### config.mk
export PLATFORM = sky130hd
export DESIGN_NAME = position_to_array
export DESIGN_NICKNAME = d
export VERILOG_FILES = /design/src/rtl/position_to_array_pkg.sv /design/src/rtl/position_to_array_level_decoder.sv /design/src/rtl/position_to_array.sv
export SDC_FILE = /design/constraint.sdc
export NUM_CORES = 1
export LEC_CHECK = 0
export ABC_AREA = 0
export BUFFER_PORTS_ARGS = -buffer_cell sky130_fd_sc_hd__clkbuf_2
export CORE_MARGIN = 5
export CORE_UTILIZATION = 50
export CTS_BUF_LIST = sky130_fd_sc_hd__clkbuf_4 sky130_fd_sc_hd__clkbuf_8
export DETAILED_ROUTE_END_ITERATION = 8
export GPL_TIMING_DRIVEN = 0
export PLACE_DENSITY_LB_ADDON = 0.08
export SLEW_MARGIN = 10
export SYNTH_ARGS = -nofsm -noshare
export SYNTH_HDL_FRONTEND = slang
export SYNTH_SLANG_ARGS = --single-unit
### constraint.sdc
create_clock -name clk -period 3.8 [get_ports clk]
set_input_delay 0.38 -clock clk [delete_from_list [all_inputs] [get_ports clk]]
set_output_delay 0.38 -clock clk [all_outputs]
set_load 0.02 [all_outputs]
### src/rtl/position_to_array_pkg.sv
// Shared widths and FSM state encoding for the bar-graph position converter.
package position_to_array_pkg;

  localparam int POS_W   = 5;
  localparam int ARRAY_W = 32;

  typedef enum logic [1:0] {
    IDLE = 2'd0,
    CALC = 2'd1,
    OUT  = 2'd2
  } state_t;

endpackage

### src/rtl/position_to_array_level_decoder.sv
// Combinational bar decoder: thermometer code for segments 0..pos plus a one-hot peak marker.
module level_decoder
  import position_to_array_pkg::*;
(
  input  logic [POS_W-1:0]   i_pos,
  input  logic [POS_W-1:0]   i_peak,
  output logic [ARRAY_W-1:0] o_array
);

  logic [ARRAY_W-1:0] w_pos_onehot;
  logic [ARRAY_W-1:0] w_thermo;
  logic [ARRAY_W-1:0] w_peak_onehot;

  assign w_pos_onehot  = {{(ARRAY_W-1){1'b0}}, 1'b1} << i_pos;
  // Shifting out the top bit for pos=31 wraps to zero, and zero minus one gives all ones.
  assign w_thermo      = {w_pos_onehot[ARRAY_W-2:0], 1'b0} - {{(ARRAY_W-1){1'b0}}, 1'b1};
  assign w_peak_onehot = {{(ARRAY_W-1){1'b0}}, 1'b1} << i_peak;
  assign o_array       = w_thermo | w_peak_onehot;

endmodule

### src/rtl/position_to_array.sv
// Position to bar-graph converter with peak-hold/decay marker and valid/ready on both sides.
//
//   state | meaning
//   IDLE  | waiting for a position, i_ready=1
//   CALC  | latched position processed, peak updated, array registered
//   OUT   | o_valid=1 until downstream accepts
module position_to_array
  import position_to_array_pkg::*;
#(
  parameter int peak_hold_count = 3
)
(
  input  logic               clk,
  input  logic               reset,
  input  logic               i_valid,
  output logic               i_ready,
  input  logic [POS_W-1:0]   i_position,
  output logic               o_valid,
  input  logic               o_ready,
  output logic [ARRAY_W-1:0] o_array
);

  localparam int HOLD_W = (peak_hold_count < 1) ? 1 : $clog2(peak_hold_count + 1);
  localparam logic [HOLD_W-1:0] HOLD_INIT = HOLD_W'(peak_hold_count);

  state_t r_state;
  state_t w_state_next;

  logic [POS_W-1:0]   r_pos;
  logic [POS_W-1:0]   r_peak;
  logic [HOLD_W-1:0]  r_hold;
  logic [ARRAY_W-1:0] r_array;

  logic [POS_W-1:0]   w_peak_new;
  logic [POS_W-1:0]   w_peak_dec;
  logic [HOLD_W-1:0]  w_hold_new;
  logic [ARRAY_W-1:0] w_array;
  logic               w_accept;
  logic               w_calc;

  always_ff @(posedge clk or negedge reset) begin
    if (!reset) begin
      r_state <= IDLE;
    end else begin
      r_state <= w_state_next;
    end
  end

  always_comb begin
    w_state_next = r_state;
    case (r_state)
      IDLE:    if (i_valid) w_state_next = CALC;
      CALC:    w_state_next = OUT;
      OUT:     if (o_ready) w_state_next = IDLE;
      default: w_state_next = IDLE;
    endcase
  end

  always_comb begin
    i_ready = 1'b0;
    o_valid = 1'b0;
    w_calc  = 1'b0;
    case (r_state)
      IDLE:    i_ready = 1'b1;
      CALC:    w_calc  = 1'b1;
      OUT:     o_valid = 1'b1;
      default: ;
    endcase
  end

  assign w_accept   = i_valid & i_ready;
  assign w_peak_dec = r_peak - {{(POS_W-1){1'b0}}, 1'b1};

  // Decay never goes below the current bar, so peak=0 cannot underflow.
  always_comb begin
    w_peak_new = r_peak;
    w_hold_new = r_hold;
    if (r_pos >= r_peak) begin
      w_peak_new = r_pos;
      w_hold_new = HOLD_INIT;
    end else if (r_hold != '0) begin
      w_hold_new = r_hold - {{(HOLD_W-1){1'b0}}, 1'b1};
    end else begin
      w_peak_new = (r_pos > w_peak_dec) ? r_pos : w_peak_dec;
    end
  end

  level_decoder u_level_decoder (
    .i_pos   (r_pos),
    .i_peak  (w_peak_new),
    .o_array (w_array)
  );

  always_ff @(posedge clk or negedge reset) begin
    if (!reset) begin
      r_pos   <= '0;
      r_peak  <= '0;
      r_hold  <= '0;
      r_array <= '0;
    end else begin
      if (w_accept) begin
        r_pos <= i_position;
      end
      if (w_calc) begin
        r_peak  <= w_peak_new;
        r_hold  <= w_hold_new;
        r_array <= w_array;
      end
    end
  end

  assign o_array = r_array;

endmodule

Word level (Yosys, flattened, before mapping):

Index checks and enable logic that the tools add are counted.

* add/sub/neg operators: 3
* multipliers: 0
* div/mod/pow operators: 0
* magnitude comparators: 2
* eq/ne operators: 4
* shift-type cells: 2
* multiplexer cells: 11
* bitwise operators: 2
* reduce and logical (&&, ||, !) cells: 5

Operator list (count)
* $or A32 B32 Y32: 1
* $shl A1 B5 Y32 const A: 1
* $sub A32 B1 Y32 const B: 1
* $shl A1 B5 Y31 const A: 1
* $mux W5: 3
* $mux W2: 4
* $pmux W2 S3: 1
* $ge A5 B5 Y1: 1
* $gt A5 B5 Y1: 1
* $sub A5 B1 Y5 const B: 1
* $ne A2 B2 Y1 const B: 2
* $reduce_and A2 Y1: 2
* $reduce_bool A2 Y1: 2
* $mux W1: 3
* $eq A2 B1 Y1 const B: 1
* $eq A2 B2 Y1 const B: 1
* $logic_not A2 Y1: 1
* $sub A2 B1 Y2 const B: 1
* $and A1 B1 Y1: 1

* bits in registers: 46
* bits in latches: 0
* memory bits (writable): 0
* memory bits (read-only): 0
* input port bits: 9
* output and inout port bits: 34
* word-level logic and storage cells: 34
* memories kept: 0

Logic depth before layout (Yosys ltp):

* word-level depth: 7
* mapped depth: 14
* gate-level depth less buffers: 12

Modules after synthesis:

A second synthesis with hierarchy kept.

* cells, all modules: 379
* area total of the unflattened synthesis: 3090.5 um^2

Modules (own cells, without submodules)
* position_to_array: instances 1, cells an instance 260, area an instance 2359.8 um^2, seq. area each 1151.1 um^2
* level_decoder: instances 1, cells an instance 119, area an instance 730.7 um^2, seq. area each 0.0 um^2

Worst setup path after synthesis:

OpenSTA, ideal clock, no wires.

* kind: register to register
* start: register r_peak[0]
* end: register r_array[10], in the netlist o_array[10]
* setup time: 0.145 ns
* data arrival time: 2.817 ns
* required time: 3.655 ns
* setup slack: 0.838 ns
* stages on the path, launching flop included: 13
* buffers on the path: 0
* period minus slack after synthesis: 2.962 ns
* cells stage by stage: dfrtp_1 > inv_1 > ha_1 > nor3b_1 > xnor2_1 > inv_1 > ha_1 > nand4_1 > o22ai_1 > o221ai_1 > nand2_2 > mux2i_1 > o31ai_1

* word-level cells in the longest chain between the ends: 7
* elaborated cells between the ends (all ways): 8
* those cells by class: add/sub (1); order compare (2); shift (1); mux (3); bitwise (1)

Ends and longest elaborated chain
* start, declared: RTL line position_to_array.sv:30 `logic [POS_W-1:0] r_peak;`
* start signal, assigned: RTL line position_to_array.sv:105 `r_peak <= w_peak_new;`
* $sub A5 B1 Y5: RTL line position_to_array.sv:72 `assign w_peak_dec = r_peak - {{(POS_W-1){1'b0}}, 1'b1};`
* $gt A5 B5 Y1: RTL line position_to_array.sv:84 `w_peak_new = (r_pos > w_peak_dec) ? r_pos : w_peak_dec;`
* $mux W5: RTL line position_to_array.sv:84
* $mux W5: RTL line position_to_array.sv:81 `end else if (r_hold != '0) begin`
* $mux W5 (*): RTL line position_to_array.sv:78 `if (r_pos >= r_peak) begin`
* $shl A1 B5 Y32 (*): RTL line position_to_array_level_decoder.sv:17 `assign w_peak_onehot = {{(ARRAY_W-1){1'b0}}, 1'b1} << i_peak;`
* $or A32 B32 Y32 (*): RTL line position_to_array_level_decoder.sv:18 `assign o_array = w_thermo | w_peak_onehot;`
* end signal, assigned: RTL line position_to_array.sv:107 `r_array <= w_array;`
* end, declared: RTL line position_to_array.sv:32 `logic [ARRAY_W-1:0] r_array;`

Mark *: on every way between the ends. The rest lies on a longest branch, timed or not.
A chain may end at the register's enable or synchronous reset.

Worst setup path after layout:

* start: register r_peak[0]
* end: register r_array[1], in the netlist o_array[1]

The elaborated chain is that of the path after synthesis.

==> results.py <==
metrics = {
    "timing": {
        "tns_ns": 0,
        "grt_setup_unrepaired": "no",
        "setup_violations": 0,
        "slew_headroom_pct": 30.1,
        "final-max-slew-violation-count": 0,
        "period_needed_ns": 3.56,
        "finalCritPeriodShare_pct": 93.7,
        "fmax_mhz": 281,
        "finClkSkew_ns": 0.00909,
        "hold_viol": 0,
        "tightest_slew_ns": 1.04,
    },
    "placement": {
        "dp_cells": 467,
        "place_hpwl_um": 6770,
        "place_area_sq_mm": 0.00340,
        "gp_routability_congestion": 0.977,
        "port_buffers": 42,
    },
    "cts": {
        "path_clk_slew_ns": 0.10,
        "cts_tree": "done",
        "cts.sinks": 46,
        "root_buffer": "clkbuf_8",
        "post_cts_buffers": 0,
        "htreeDepth": 2,
        "clk-insertion-delay-late_ns": 0.31,
        "cts_buffers": 5,
        "clockBufferDepth": 2,
    },
    "finish": {
        "final_nets": 421,
        "layout_commonest_cell": "dfrtp_1",
        "postLayoutCoreUtil_pct": 58.8,
        "syn2layout_area_growth_pct": 13.6,
        "fillers": 539,
        "layout_common_cells": "dfrtp_1, clkbuf_2, o21ai_0",
        "drive_gt1_share_pct": 18.5,
        "final_cells": 475,
        "n_antenna_cell": 0,
        "finalInstanceArea_sq_mm": 0.00352,
    },
    "worst_setup_path": {
        "worstPathRequired_ns": 3.95,
        "crit_fanout": 10,
        "worst_path_largest_cell_delay_ns": 0.51,
        "path_cells": "inv_1 -> ha_1 -> nor3b_1 -> xnor2_1 -> inv_1 -> ha_1 -> nand4_1 -> o22ai_1 -> o221ai_2 -> nand2_2 -> buf_6 -> mux2i_1 -> o31ai_1",
        "end_kind": "flip-flop",
        "crit_slowest_cell": "mux2i_1",
        "cp-start-kind": "flip-flop",
        "cp.arrival_ns": 3.71,
        "crit_type": "flip-flop to flip-flop",
        "rrSetupSlack_ns": 0.24,
    },
    "synthesis": {
        "yosysWarnings": 0,
        "synthArstFlopShare_pct": 100,
        "synthDistinctLibCells": 54,
        "synth_edf_count": 0,
        "syn_nets": 372,
        "syn_area_sq_mm": 0.00310,
        "netlist_instances": 350,
        "ys_seq_area_share_pct": 37.1,
        "ys.flop_type": "dfrtp_1",
        "synth_seq_cells": 46,
        "synth.avg_cell_area_sq_um": 8.85,
    },
    "die": {
        "row_count": 28,
        "die_width_um": 88.7,
        "dieHeight_um": 88.7,
        "initial_core_util_pct": 51.7,
        "num_io_pins": 43,
        "die_area_sq_mm": 0.00787,
        "core_area_sq_mm": 0.00599,
    },
    "detailed_routing": {
        "first_pass_iters": 5,
        "drc_errors": 0,
        "wl_per_cell_um": 19.7,
        "wl_um": 9370,
        "ant_nets": 0,
        "drtIter0Drc": 283,
        "vias": 2947,
        "via_per_inst": 6.20,
    },
    "global_routing": {
        "grt_remaining_overflow": 0,
        "antenna_found_initial": 0,
        "grt_pass1_vias": 2799,
        "grt_pass1_wl_um": 15000,
        "grt.total_usage_pct": 25.1,
        "grt_start_max_net_pins": 47,
    },
    "hold_path": {
        "min_path_type": "primary input to asynchronous set/reset pin",
    },
    "run_status": {
        "outcome": "finished clean",
    },
    "job": {
        "maxCapViolCount": 0,
    },
}
[synth_stat cells, types with 2 or more instances]
| library cell | count | area (sq um) |
|---|---|---|
| a21o_1 | 2 | 15.0 |
| a21oi_1 | 20 | 100 |
| a22oi_1 | 2 | 15.0 |
| a31oi_1 | 6 | 37.5 |
| a32oi_1 | 5 | 43.8 |
| and2_1 | 5 | 31.3 |
| and3_2 | 2 | 15.0 |
| buf_6 | 3 | 33.8 |
| clkbuf_1 | 25 | 93.8 |
| clkinv_1 | 2 | 7.51 |
| dfrtp_1 | 46 | 1150 |
| ha_1 | 13 | 163 |
| inv_1 | 11 | 41.3 |
| mux2_2 | 5 | 56.3 |
| mux2i_1 | 12 | 120 |
| nand2_1 | 24 | 90.1 |
| nand2b_1 | 6 | 37.5 |
| nand3_1 | 6 | 30.0 |
| nand4_1 | 2 | 12.5 |
| nor2_1 | 25 | 93.8 |
| nor2b_1 | 5 | 31.3 |
| nor3_1 | 5 | 25.0 |
| nor3b_1 | 4 | 30.0 |
| o211ai_1 | 3 | 22.5 |
| o21ai_0 | 34 | 170 |
| o221ai_1 | 7 | 61.3 |
| o22ai_1 | 3 | 18.8 |
| o311ai_0 | 3 | 26.3 |
| o31ai_1 | 30 | 225 |
| o32ai_1 | 2 | 17.5 |
| or2_2 | 2 | 12.5 |
| or3_1 | 2 | 12.5 |
| xnor2_1 | 7 | 61.3 |
[worst paths after layout]
check	from	end	cells past startpoint
min in group clk	o_ready	r_state[1]$_DFFE_PN0P_	2
max in group asynchronous	reset	r_hold[0]$_DFFE_PN0P_	1
setup reg to reg	r_peak[0]$_DFFE_PN0P_	o_array[1]$_DFFE_PN0P_	13
setup / recovery	r_peak[0]$_DFFE_PN0P_	o_array[1]$_DFFE_PN0P_	13
hold / removal	reset	r_pos[4]$_DFFE_PN0P_	1
hold reg to reg	o_array[0]$_DFFE_PN0P_	o_array[0]$_DFFE_PN0P_	1
[cells by family (layout without fill, tap and decap cells)]
family | Yosys count | count (layout) | share of synthesized area (%)
buf+inv | 44 | 94 | 6.46
compound gates | 128 | 128 | 28.2
flops | 46 | 46 | 37.1
fa+ha+maj | 13 | 13 | 5.25
mux | 17 | 17 | 5.69
simple gates | 94 | 94 | 15.0
xor+xnor | 8 | 8 | 2.26
[cell type report]
cell class	instances	area, sq um	area share (%)
Buffer	31	151	4.30
Timing Repair Buffer	42	210	5.97
Clock buffer	5	68.8	1.95
Multi-Input combinational cell	260	1770	50.4
Inverter	13	48.8	1.39
Tap cell	75	93.8	2.67
Clock inverter	3	22.5	0.640
Sequential cell	46	1150	32.7
[repair_timing]
action / CTS / global route
hold buffers: 0 / 0
endpoints found under the setup margin: 1 / 24
gates resized for setup: 1 / 4
[sequential cells by signal, summed over array words and instances, names as in the netlist]
register / flops
r_state: 2
r_hold: 2
r_peak: 5
r_pos: 5
o_array: 32
[per-layer routing]
layer  GRT usage, %  vias up  wire, um
met5              0        -         0
met3           5.77       18       736
li1               -     1403         -
met1           37.1     1406      4440
met2           36.7      120      3990
met4           7.14        0       199
[worst max-delay path, delay by kind of cell (launching register included)]
| kind | cells | cell delay (ns) |
|---|---|---|
| compound gates | 3 | 0.68 |
| simple gates | 3 | 0.66 |
| fa+ha+maj | 2 | 0.51 |
| mux | 1 | 0.51 |
| flops | 1 | 0.47 |
| buf+inv | 3 | 0.38 |
| xor+xnor | 1 | 0.18 |
[per-stage QoR]
step,setup slack (ns),hold slack (ns)
floorplan,0.838,0.0844
global placement,0.0598,0.449
detailed placement,0.0276,0.460
CTS,0.117,0.250
global route,0.0637,0.269
finish,0.240,0.216
Power is not shown: default switching activity piles up to over one toggle a cycle in this logic, so the estimate is an artifact.
